===== src/rtl/fnn_pkg.sv =====
// Shared types and helpers for the FNN output layer: state encoding and
// sign-magnitude to two's-complement conversion.
package fnn_pkg;

    localparam int N_OUT = 10;

    typedef enum logic [1:0] {
        ST_ACC    = 2'd0,
        ST_BIAS   = 2'd1,
        ST_ARGMAX = 2'd2,
        ST_DONE   = 2'd3
    } state_e;

    // Negative zero (8'h80) has magnitude 0, so it naturally maps to 0.
    function automatic logic [7:0] sm2tc(input logic [7:0] sm);
        logic [7:0] mag;
        mag = {1'b0, sm[6:0]};
        if (sm[7]) begin
            return 8'd0 - mag;
        end else begin
            return mag;
        end
    endfunction

endpackage


===== src/rtl/sm_mul.sv =====
// 8x8 sign-magnitude multiplier producing a 15-bit two's-complement product.
module sm_mul (
    input  logic [7:0]  a_i,
    input  logic [7:0]  b_i,
    output logic [14:0] p_o
);

    logic [13:0] mag_s;

    assign mag_s = {7'd0, a_i[6:0]} * {7'd0, b_i[6:0]};
    // A zero magnitude negates to zero, which covers negative-zero operands.
    assign p_o   = (a_i[7] ^ b_i[7]) ? (15'd0 - {1'b0, mag_s}) : {1'b0, mag_s};

endmodule


===== src/rtl/out_layer_argmax.sv =====
// FNN output layer: ten streaming MAC accumulators, bias add from the ROM,
// then a sequential argmax over the biased scores.
module out_layer_argmax
    import fnn_pkg::*;
#(
    parameter int N_OUT      = 10,
    parameter int ACC_W      = 20,
    parameter int BIAS_SHIFT = 0
) (
    input  logic             clk,
    input  logic             rst_n,
    input  logic             in_valid,
    output logic             in_ready,
    input  logic             in_last,
    input  logic [7:0]       x,
    input  logic [7:0]       w0,
    input  logic [7:0]       w1,
    input  logic [7:0]       w2,
    input  logic [7:0]       w3,
    input  logic [7:0]       w4,
    input  logic [7:0]       w5,
    input  logic [7:0]       w6,
    input  logic [7:0]       w7,
    input  logic [7:0]       w8,
    input  logic [7:0]       w9,
    input  logic [7:0]       bo0,
    input  logic [7:0]       bo1,
    input  logic [7:0]       bo2,
    input  logic [7:0]       bo3,
    input  logic [7:0]       bo4,
    input  logic [7:0]       bo5,
    input  logic [7:0]       bo6,
    input  logic [7:0]       bo7,
    input  logic [7:0]       bo8,
    input  logic [7:0]       bo9,
    output logic             out_valid,
    output logic [3:0]       out_class,
    output logic [ACC_W-1:0] out_score
);

    logic [7:0]              w_s        [N_OUT];
    logic [7:0]              bo_s       [N_OUT];
    logic [14:0]             prod_s     [N_OUT];
    logic [7:0]              bias_tc_s  [N_OUT];
    logic signed [ACC_W-1:0] prod_ext_s [N_OUT];
    logic signed [ACC_W-1:0] bias_ext_s [N_OUT];
    logic signed [ACC_W-1:0] acc_q      [N_OUT];
    logic signed [ACC_W-1:0] acc_d      [N_OUT];

    logic signed [ACC_W-1:0] best_q, best_d;
    logic [3:0]              best_cls_q, best_cls_d;
    logic [3:0]              idx_q, idx_d;
    state_e                  state_q, state_d;
    logic                    in_ready_q, in_ready_d;
    logic                    out_valid_q, out_valid_d;
    logic [3:0]              out_class_q, out_class_d;
    logic [ACC_W-1:0]        out_score_q, out_score_d;

    assign w_s  = '{w0, w1, w2, w3, w4, w5, w6, w7, w8, w9};
    assign bo_s = '{bo0, bo1, bo2, bo3, bo4, bo5, bo6, bo7, bo8, bo9};

    for (genvar k = 0; k < N_OUT; k++) begin : g_lane
        sm_mul u_mul (
            .a_i (x),
            .b_i (w_s[k]),
            .p_o (prod_s[k])
        );
        assign bias_tc_s[k]  = sm2tc(bo_s[k]);
        assign prod_ext_s[k] = {{(ACC_W-15){prod_s[k][14]}}, prod_s[k]};
        assign bias_ext_s[k] = {{(ACC_W-8){bias_tc_s[k][7]}}, bias_tc_s[k]} << BIAS_SHIFT;
    end

    // Next-state, accumulator and result logic for the frame sequencer.
    always_comb begin
        state_d     = state_q;
        idx_d       = idx_q;
        best_d      = best_q;
        best_cls_d  = best_cls_q;
        out_valid_d = 1'b0;
        out_class_d = out_class_q;
        out_score_d = out_score_q;
        for (int k = 0; k < N_OUT; k++) begin
            acc_d[k] = acc_q[k];
        end

        case (state_q)
            ST_ACC: begin
                if (in_valid && in_ready_q) begin
                    for (int k = 0; k < N_OUT; k++) begin
                        acc_d[k] = acc_q[k] + prod_ext_s[k];
                    end
                    if (in_last) begin
                        state_d = ST_BIAS;
                    end else begin
                        state_d = ST_ACC;
                    end
                end else begin
                    state_d = ST_ACC;
                end
            end
            ST_BIAS: begin
                for (int k = 0; k < N_OUT; k++) begin
                    acc_d[k] = acc_q[k] + bias_ext_s[k];
                end
                idx_d   = 4'd0;
                state_d = ST_ARGMAX;
            end
            ST_ARGMAX: begin
                // Strict compare keeps the lowest index on ties.
                if (idx_q == 4'd0) begin
                    best_d     = acc_q[0];
                    best_cls_d = 4'd0;
                end else if (acc_q[idx_q] > best_q) begin
                    best_d     = acc_q[idx_q];
                    best_cls_d = idx_q;
                end else begin
                    best_d     = best_q;
                    best_cls_d = best_cls_q;
                end
                if (idx_q == 4'(N_OUT - 1)) begin
                    idx_d       = 4'd0;
                    state_d     = ST_DONE;
                    out_valid_d = 1'b1;
                    out_class_d = best_cls_d;
                    out_score_d = best_d;
                end else begin
                    idx_d = idx_q + 4'd1;
                end
            end
            ST_DONE: begin
                for (int k = 0; k < N_OUT; k++) begin
                    acc_d[k] = '0;
                end
                state_d = ST_ACC;
            end
            default: begin
                state_d = ST_ACC;
            end
        endcase

        in_ready_d = (state_d == ST_ACC);
    end

    // State, accumulator and output registers.
    always_ff @(posedge clk or negedge rst_n) begin
        if (!rst_n) begin
            state_q     <= ST_ACC;
            idx_q       <= 4'd0;
            best_q      <= '0;
            best_cls_q  <= 4'd0;
            in_ready_q  <= 1'b1;
            out_valid_q <= 1'b0;
            out_class_q <= 4'd0;
            out_score_q <= '0;
            for (int k = 0; k < N_OUT; k++) begin
                acc_q[k] <= '0;
            end
        end else begin
            state_q     <= state_d;
            idx_q       <= idx_d;
            best_q      <= best_d;
            best_cls_q  <= best_cls_d;
            in_ready_q  <= in_ready_d;
            out_valid_q <= out_valid_d;
            out_class_q <= out_class_d;
            out_score_q <= out_score_d;
            for (int k = 0; k < N_OUT; k++) begin
                acc_q[k] <= acc_d[k];
            end
        end
    end

    assign in_ready  = in_ready_q;
    assign out_valid = out_valid_q;
    assign out_class = out_class_q;
    assign out_score = out_score_q;

endmodule


===== config.mk =====
export PLATFORM = sky130hd
export DESIGN_NAME = out_layer_argmax
export DESIGN_NICKNAME = d
export VERILOG_FILES = /design/src/rtl/fnn_pkg.sv /design/src/rtl/sm_mul.sv /design/src/rtl/out_layer_argmax.sv
export SDC_FILE = /design/constraint.sdc
export NUM_CORES = 2
export LEC_CHECK = 0
export CAP_MARGIN = 40
export CORE_MARGIN = 8
export CORE_UTILIZATION = 40
export CTS_CLUSTER_SIZE = 20
export DETAILED_ROUTE_END_ITERATION = 10
export GPL_TIMING_DRIVEN = 1
export PLACE_DENSITY = 0.55
export SLEW_MARGIN = 25
export SYNTH_ARGS = -nofsm -noshare
export SYNTH_HDL_FRONTEND = slang
export SYNTH_SLANG_ARGS = --single-unit

===== constraint.sdc =====
create_clock -name clk -period 6.9 [get_ports clk]
set_input_delay 1.38 -clock clk [delete_from_list [all_inputs] [get_ports clk]]
set_output_delay 1.38 -clock clk [all_outputs]
set_load 0.005 [all_outputs]

==> out/metrics.cfg <==
[run_status]
status = finished with violations
violations = setup timing

[timing]
whs_ps = 475.6
hold_violations = 0
fin_ws_ps = -477.8
skew_ps = 31.98
rsz0062_at_grt = yes
timing.final.crit_share = 1.069
relSlewSlack = 0.3689
fmax_mhz = 135.5
final_max_slew_viol_count = 0
finalSetupViolCount = 49
fin_crit_ps = 7378
worstMarginPinSlew_ps = 946.6

[die]
io_pins = 198
rows = 118
core_sq_um = 103600
die_w_um = 339.3
start_util = 0.4035
dieArea_sq_um = 115200
fp.dieH_um = 339.3

[routing]
drt-total-wl_um = 141000
wire_per_inst_um = 18.62
vias_per_cell = 5.320
drt-initial-drc-count = 2433
drc = 0
drtPass1Iterations = 5
vias = 40280
ant_nets = 0

[critical_path]
cpMostUsedCell = fa_1
cp_slowest_stage_delay_ps = 510
r2r-end = best_cls_q[1]
path_max_fanout = 4
r2r_setup_slack_ps = 1680
cp_slowest_cell = fa_1
cp.required_ps = 7410
critical_path_arrival_ps = 7880
critPathKind = input port to register
reg2regPathDepth = 15
start_kind = input port
endpoint_kind = register
reg2reg_from = idx_q[1]

[synthesis]
ys_ff_latch = 256
synthCells = 5050
synthDistinctLibCells = 91
synth_common_cells = nand2_1, ha_1, and2_1
syn-num-nets = 6039
synth_top_area_cell = ha_1
synth.area.top_cells = ha_1, dfrtp_1, fa_1, and2_1, nand2_1
yosysTopAreaCellShare = 0.1696
synth_edf_count = 0
ys.flop_type = dfrtp_1
yosys_warnings = 0
avgSynthCellArea_sq_um = 8.281
yosysSeqAreaShare = 0.1532
synth_most_common_cell = nand2_1
synthArstFlopShare = 1.000
syn_area_sq_um = 41820

[pwr]
intPower_mw = 18.27
p_sw_mw = 16.09
p_sw_frac = 0.4683
power.leakage_nw = 27.50
powerDensity_nw_per_um2 = 589.0
power.share.clock = 0.053
pwr-share-seq = 0.095
ir_worst_vdd_uv = 570.2
pwr-share-comb = 0.852

[placement]
dp_hpwl_um = 110800
io_buffers = 197
routabilityCongestion = 0.8947
dpl_cell_area_sq_um = 52860

[hold_path]
hold_start = out_class[3]
min_to = out_class[3]
hold_path_depth = 2
hold_path_class = register to register

[cts]
htreeDepth = 1
cts.hold.buffers_added = 0
cts.path.max_buffers = 3
cts-buffers-inserted = 31
cts.sinks = 256
clockRootBuffer = clkbuf_16
cts.clk_slew.worst_paths_ps = 60
clk-insertion-delay-late_ps = 620
cts_tree = done

[grt]
grt_pass1_wl_um = 220900
grt.total_usage = 0.2337
grt_pass1_vias = 39760
grt_max_degree = 190
antenna_found_initial = 7
grt_overflow = 0

[finish]
drive_above_1_share = 0.2931
area_growth_pct = 39.51
fin_nets = 7153
fin_area_sq_um = 58340

[flow_run]
drv_cap = 0

-- power by group through the flow --
stage / clock network (mW) / logic [mW] / registers (mW)
2_1_floorplan: 0 / 15.0 / 2.79
3_3_place_gp: 0 / 24.3 / 3.22
3_5_place_dp: 0 / 24.6 / 3.23
4_1_cts: 1.85 / 26.9 / 3.24
5_1_grt: 1.90 / 32.0 / 3.36
6_report: 1.81 / 29.3 / 3.27
-- registers in the layout, indices dropped and copies added (netlist names) --
signal	count
out_valid	1
out_class	4
best_cls_q	4
state_q	2
acc_q	200
best_q	20
in_ready	1
idx_q	4
out_score	20
-- stage by stage --
step                setup TNS (ps)  worst slack [ps]  utilization  total power, mW  cells
detailed placement          -86040             -1444       0.5100            27.80   7380
CTS                         -12740            -618.9       0.5444            32.02   7531
global route                -28680            -760.7       0.5629            37.26   7570
global placement            -84500             -1437       0.5097            27.51   7378
finish                      -11150            -477.8       0.5629            34.36   7572
floorplan                   -15830             -1041            -            17.81   5050
-- cell families after synthesis --
family                     share of synthesized area
muxes                                        0.02953
buffers and inverters                        0.05074
and+or+nand+nor                               0.1994
adders and majority gates                     0.2893
AOI/OAI and AO/OA                             0.1898
DFF                                           0.1532
xor gates and xnor gates                     0.08796
-- per-layer routing --
layer	up-vias	GRT usage	part of all wire
li1	19890	-	-
met1	19440	0.3497	0.49
met2	808	0.3472	0.42
met3	135	0.04447	0.066
met4	4	0.04911	0.021
met5	-	0	0.00020
-- layout by cell type (no fill, tap or decap), drive strengths merged, types with 15 or more instances in the layout --
| cell type | count |
|---|---|
| buf | 1088 |
| o211ai | 37 |
| o31ai | 49 |
| nor3 | 59 |
| and3 | 32 |
| a21boi | 24 |
| fa | 250 |
| o21a | 39 |
| nand3 | 97 |
| o21ai | 356 |
| ha | 567 |
| or2 | 22 |
| nor2 | 279 |
| or3 | 37 |
| nor4 | 24 |
| a31oi | 39 |
| xnor2 | 192 |
| nand2 | 570 |
| a221oi | 24 |
| clkdlybuf4s50 | 140 |
| mux4 | 40 |
| nand4 | 21 |
| and2 | 394 |
| o41ai | 27 |
| dlygate4sd2 | 34 |
| nand2b | 40 |
| dfrtp | 255 |
| clkbuf | 39 |
| nor2b | 58 |
| o311a | 20 |
| nand3b | 15 |
| a2111oi | 15 |
| a21o | 69 |
| inv | 372 |
| a22o | 21 |
| xor2 | 228 |
| a211oi | 43 |
| a21oi | 344 |
| o21bai | 17 |
| mux2 | 19 |
-- repair_timing --
item	4_1_cts	5_1_grt
pin swaps	254	370
buffers inserted	102	47
cloned	0	1
endpoints found under the setup margin	73	94
hold endpoints to repair	0	0
gates resized for setup	415	347
-- worst max path at each step --
stage	startpoint	slack (ps)	end
2_1_floorplan	x[0]	-1040	acc_q[159]
6_report	x[4]	-480	acc_q[59]
4_1_cts	x[4]	-620	acc_q[159]
5_1_grt	x[4]	-760	acc_q[179]
3_3_place_gp	w2[1]	-1440	acc_q[159]
3_5_place_dp	w8[3]	-1440	acc_q[39]
-- area by class of cell --
| cell class | count | area, sq um |
|---|---|---|
| Antenna cell | 4 | 10.01 |
| Clock buffer | 36 | 844.6 |
| Clock inverter | 21 | 264.0 |
| Fill cell | 9537 | 45300 |
| Inverter | 371 | 1393 |
| Multi-Input combinational cell | 4230 | 37160 |
| Sequential cell | 256 | 6412 |
| Tap cell | 1380 | 1727 |
| Timing Repair Buffer | 1274 | 10530 |
-- critical path: cells and delay by family --
kind | cells | cell delay [ps]
simple gates | 11 | 1260
fa+ha+maj | 6 | 2590
compound gates | 8 | 1270
buf+inv | 10 | 990
xor+xnor | 2 | 340
Note: power is estimated with default switching activity, not from simulation.
